File: src/rtl/wb_writer.sv
// Writeback stage: registers MEM/WB, formats load data, picks the writeback source,
// and merges multiply/divide results through a one-entry buffer with bounded starvation.
module wb_writer #(
  parameter int unsigned STARVE_LIMIT = 3
) (
  input  logic        clk,
  input  logic        rst,
  input  logic        mem_valid,
  input  logic        mem_reg_write,
  input  logic [4:0]  mem_rd,
  input  logic [1:0]  mem_wb_sel,
  input  logic [31:0] mem_alu_result,
  input  logic [31:0] mem_load_data,
  input  logic [2:0]  mem_load_type,
  input  logic [1:0]  mem_addr_lo,
  input  logic [31:0] mem_pc_plus8,
  input  logic        mdu_valid,
  input  logic [4:0]  mdu_rd,
  input  logic [31:0] mdu_data,
  output logic        mdu_ready,
  output logic        wb_stall,
  output logic [4:0]  wrt_addr,
  output logic [31:0] wrt_data,
  output logic        wrt_ctrl
);

  localparam logic [3:0] LIMIT = 4'(STARVE_LIMIT);

  // MDU handshake: a result transfers on a cycle where mdu_valid and mdu_ready are
  // both high; mdu_ready stays low while the buffer holds a result or rst is high.

  logic        wrt_ctrl_q, wrt_ctrl_d;
  logic [4:0]  wrt_addr_q, wrt_addr_d;
  logic [31:0] wrt_data_q, wrt_data_d;
  logic        buf_full_q, buf_full_d;
  logic [4:0]  buf_rd_q, buf_rd_d;
  logic [31:0] buf_data_q, buf_data_d;
  logic [3:0]  starve_cnt_q, starve_cnt_d;

  logic [31:0] lane_word;
  logic [15:0] half_sel;
  logic [31:0] load_fmt;
  logic [31:0] wb_data;
  logic        pipe_we;
  logic        pipe_wr;
  logic        drain;
  logic        accept;

  // Selected byte lands in bits [7:0] after shifting by 8*addr_lo.
  assign lane_word = mem_load_data >> {mem_addr_lo, 3'b000};
  assign half_sel  = mem_addr_lo[1] ? mem_load_data[31:16] : mem_load_data[15:0];

  always_comb begin
    load_fmt = mem_load_data;
    case (mem_load_type)
      3'b001:  load_fmt = {{24{lane_word[7]}}, lane_word[7:0]};
      3'b010:  load_fmt = {24'd0, lane_word[7:0]};
      3'b011:  load_fmt = {{16{half_sel[15]}}, half_sel};
      3'b100:  load_fmt = {16'd0, half_sel};
      default: load_fmt = mem_load_data;
    endcase
  end

  always_comb begin
    wb_data = mem_alu_result;
    case (mem_wb_sel)
      2'b01:   wb_data = load_fmt;
      2'b10:   wb_data = mem_pc_plus8;
      default: wb_data = mem_alu_result;
    endcase
  end

  assign pipe_we   = mem_valid & mem_reg_write & (mem_rd != 5'd0);
  assign wb_stall  = buf_full_q & (starve_cnt_q >= LIMIT) & !rst;
  assign pipe_wr   = pipe_we & !wb_stall;
  assign drain     = buf_full_q & (wb_stall | !pipe_we);
  assign mdu_ready = !buf_full_q & !rst;
  // Results for r0 complete the handshake but never occupy the buffer.
  assign accept    = mdu_valid & mdu_ready & (mdu_rd != 5'd0);

  always_comb begin
    wrt_ctrl_d   = 1'b0;
    wrt_addr_d   = wrt_addr_q;
    wrt_data_d   = wrt_data_q;
    buf_full_d   = buf_full_q;
    buf_rd_d     = buf_rd_q;
    buf_data_d   = buf_data_q;
    starve_cnt_d = starve_cnt_q;
    if (drain) begin
      wrt_ctrl_d   = 1'b1;
      wrt_addr_d   = buf_rd_q;
      wrt_data_d   = buf_data_q;
      buf_full_d   = 1'b0;
      starve_cnt_d = 4'd0;
    end else if (pipe_wr) begin
      wrt_ctrl_d = 1'b1;
      wrt_addr_d = mem_rd;
      wrt_data_d = wb_data;
      if (buf_full_q && starve_cnt_q != 4'hF) begin
        starve_cnt_d = starve_cnt_q + 4'd1;
      end
    end
    // accept only fires with the buffer empty, so it never collides with a drain.
    if (accept) begin
      buf_full_d = 1'b1;
      buf_rd_d   = mdu_rd;
      buf_data_d = mdu_data;
    end
  end

  always_ff @(posedge clk) begin
    if (rst) begin
      wrt_ctrl_q   <= 1'b0;
      wrt_addr_q   <= 5'd0;
      wrt_data_q   <= 32'd0;
      buf_full_q   <= 1'b0;
      buf_rd_q     <= 5'd0;
      buf_data_q   <= 32'd0;
      starve_cnt_q <= 4'd0;
    end else begin
      wrt_ctrl_q   <= wrt_ctrl_d;
      wrt_addr_q   <= wrt_addr_d;
      wrt_data_q   <= wrt_data_d;
      buf_full_q   <= buf_full_d;
      buf_rd_q     <= buf_rd_d;
      buf_data_q   <= buf_data_d;
      starve_cnt_q <= starve_cnt_d;
    end
  end

  assign wrt_ctrl = wrt_ctrl_q;
  assign wrt_addr = wrt_addr_q;
  assign wrt_data = wrt_data_q;

endmodule

File: config.mk
export PLATFORM = sky130hd
export DESIGN_NAME = wb_writer
export DESIGN_NICKNAME = d
export VERILOG_FILES = /design/src/rtl/wb_writer.sv
export SDC_FILE = /design/constraint.sdc
export NUM_CORES = 1
export LEC_CHECK = 0
export CORE_ASPECT_RATIO = 2
export CORE_MARGIN = 2
export CORE_UTILIZATION = 63
export DETAILED_ROUTE_END_ITERATION = 16
export DONT_BUFFER_PORTS = 1
export GPL_TIMING_DRIVEN = 0
export MAX_ROUTING_LAYER = met4
export PLACE_DENSITY_LB_ADDON = 0.05
export SLEW_MARGIN = 20
export SYNTH_ARGS = -nofsm -noshare
export SYNTH_HDL_FRONTEND = slang
export SYNTH_SLANG_ARGS = --single-unit
File: constraint.sdc
create_clock -name clk -period 2.6 [get_ports clk]
set_input_delay 0.52 -clock clk [delete_from_list [all_inputs] [get_ports clk]]
set_output_delay 0.52 -clock clk [all_outputs]
set_load 0.02 [all_outputs]
==> out/results.txt <==
run status - finished, final reports clean
Slew Viols, Final - 0
r2r setup slk - 0.21 ns
Rel. slew slack - 46.5%
Pwr Total - 3.33 mW
Hold WS - 0.305 ns
min Tclk post-route - 2.39 ns
metal2 WL - 7840 um
Worst setup EP type - flop
initial antenna violation count - 0
fillers - 639
worst hold path type - in2reg
Worst EP required - 2.86 ns
Synth Instances - 574
Post-synth EDFFs - 0
wl on met1 - 5830 um
Setup Skew - 0.00803 ns
post-cts resize count - 1
Power Density - 635 nW/um2
htree depth - 3
Yosys Warn Count - 0
most frequent cells in the layout - 96 x nand2_1, 80 x dfxtp_1, 78 x a21oi_1
most common cell after layout, fill and taps aside - nand2_1
Async SR Flop Fraction - 0%
core footprint - 7490 um2
RR Startpoint - buf_full_q
Clk pin slew, worst setup/hold paths - 0.06 ns
worst skew pair latency - 0.34 ns
Synth Area in Adders - 0.992%
RSZ-0062 raised after global routing - no
slowest CP cell - clkbuf_1
Num CTS Buffers - 9
worst-case clock buffer depth - 2
post-synthesis net count - 727
# IOs - 190
DR vias - 4740
CP startpoint - buf_full_q
Crit path top cell by count - clkbuf_1
n_diodes - 0
I/O Buffers - 0
wire length per cell - 23.6 um
global-route wire length before repair - 24700 um
die width - 65.7 um
sequential-to-total area share from yosys stat - 33.4%
full die area - 8360 um2
Synth Flop Type - dfxtp_1
Max-Cap Viols - 0
Synth Area in Compound Gates - 32.4%
worst-path cell chain - buf_2 -> nor2_2 -> o211a_1 -> clkbuf_1 -> clkbuf_1 -> nand2_1 -> a21oi_1
simple-gate area share of the yosys netlist - 16.3%
vias per inst - 6.93
largest family of logic cells by synthesized area - compound AO/OA/AOI/OAI gates
CTS root buf - clkbuf_16
DR iter-0 viols - 338
crit path DAT - 2.65 ns
hold path cells - 2
top sig layer - met4
Critical Path Start Type - flop
Peak VDD IR - 0.000438 V
CTS tree - built
largest net degree at the start of global routing - 14
syn_area_per_cell - 8.35 um2
Final Setup Violations - 0
Slew @ Worst Pin - 0.802 ns
Period Utilization, post-route - 91.8%
Cell Area, Synth - 4790 um2
grt ovf - 0
CTS Hold Bufs - 0
layout cells sized above 1 - 13.6%
CP max FO - 10
Detail Route Antenna Nets - 0
Final Hold Viols - 0
num rows - 45
flops & latches, synth - 80
drc violations - 0
clock sink total - 80
fmax - 419 MHz
setup bufs post-CTS - 0
Lkg Pwr - 1.75 nW
Final nets - 738
Die Y-Extent - 127 um
number of global-route vias before repair - 4769
XOR/XNOR share of the synthesized area - 0.365%
CP peak stage delay - 0.47 ns
Starting Density - 64.0%
GR Util All Layers - 40.1%
Routability Congestion - 1.02
Area Overhead vs Synth - 9.24%
mux contribution to synthesized area - 10.5%
post-synth cell types - 64
FF-to-FF path depth - 7
drt first pass iters - 6
WL met3 - 1630 um
placed wire-length estimate - 12700 um
worst hold start - mdu_data[5]
kind of critical path - reg2reg
Routed WL - 16200 um
-- registers in the layout, summed over array words and instances (netlist names) --
name and count:
buf_data_q 32, buf_full_q 1, buf_rd_q 5, starve_cnt_q 4, wrt_addr 5, wrt_ctrl 1, wrt_data 32
-- kinds of logic (layout without fill, tap and decap cells) --
kind of cell | Yosys count | in the layout
flops | 80 | 80
simple gates | 171 | 171
xor+xnor | 2 | 2
compound gates | 206 | 206
fa+ha+maj | 4 | 4
mux | 48 | 48
buf+inv | 63 | 79
-- power by group --
part | internal [mW] | leakage, nW | switching (mW)
sequential | 1.30 | 0.654 | 0.0926
clock | 0.871 | 0.153 | 0.502
combinational | 0.216 | 0.943 | 0.351
-- final timing paths --
path                                  endpoint
worst max-delay path            buf_data_q[30]
worst min-delay path             buf_data_q[5]
worst max register to register  buf_data_q[30]
worst min register to register   buf_data_q[8]
-- per-stage QoR --
stage	util, %	instances	cell area [um2]	worst slack (ns)	TNS (ns)
final	69.9	684	5240	0.213	0
after global routing	69.9	684	5240	0.0747	0
after global placement	65.6	668	4910	-0.218	-1.25
after detailed placement	65.6	668	4910	-0.302	-2.46
after floorplan	-	574	4790	0.420	0
after CTS	69.9	684	5240	0.145	0
-- metal layers --
layer | vias to the layer above | GRT usage [%]
met3 | 60 | 9.77
met5 | - | -
met2 | 293 | 64.8
met1 | 2215 | 45.4
li1 | 2172 | -
met4 | 0 | 20.0
-- area by class of cell --
cell class	count	area (um2)	share of cell area, %
Inverter	8	30.0	0.573
Multi-Input combinational cell	431	2900	55.5
Buffer	55	260	4.97
Sequential cell	80	1600	30.6
Clock buffer	12	246	4.71
Clock inverter	4	76.3	1.46
Tap cell	94	118	2.25
-- cells in the mapped netlist (3+ instances only) --
master,count,area [um2]
nand4b_1,3,26.3
buf_2,15,75.1
clkbuf_1,29,109
nand2_1,96,360
a211oi_1,5,37.5
mux2_2,7,78.8
mux2i_1,40,400
o2111ai_1,6,52.6
dfxtp_1,80,1600
nor3_1,17,85.1
a22oi_1,10,75.1
a21oi_1,78,390
inv_1,7,26.3
a221oi_1,3,26.3
buf_1,3,11.3
o31ai_1,16,120
o21ai_0,20,100
o22ai_1,8,50.1
o221ai_1,9,78.8
nand2b_1,6,37.5
nor2b_1,3,18.8
o221a_1,7,78.8
o221a_2,8,90.1
a2111oi_2,14,210
nor2_1,27,101
ha_1,3,37.5
a311oi_1,9,78.8
buf_4,5,37.5
-- critical path, delay by kind of cell (launching register included) --
| kind | cells | cell delay (ns) |
|---|---|---|
| compound gates | 2 | 0.38 |
| simple gates | 2 | 0.61 |
| buf+inv | 3 | 1.02 |
| flops | 1 | 0.29 |
(Power assumes the default switching activity.)
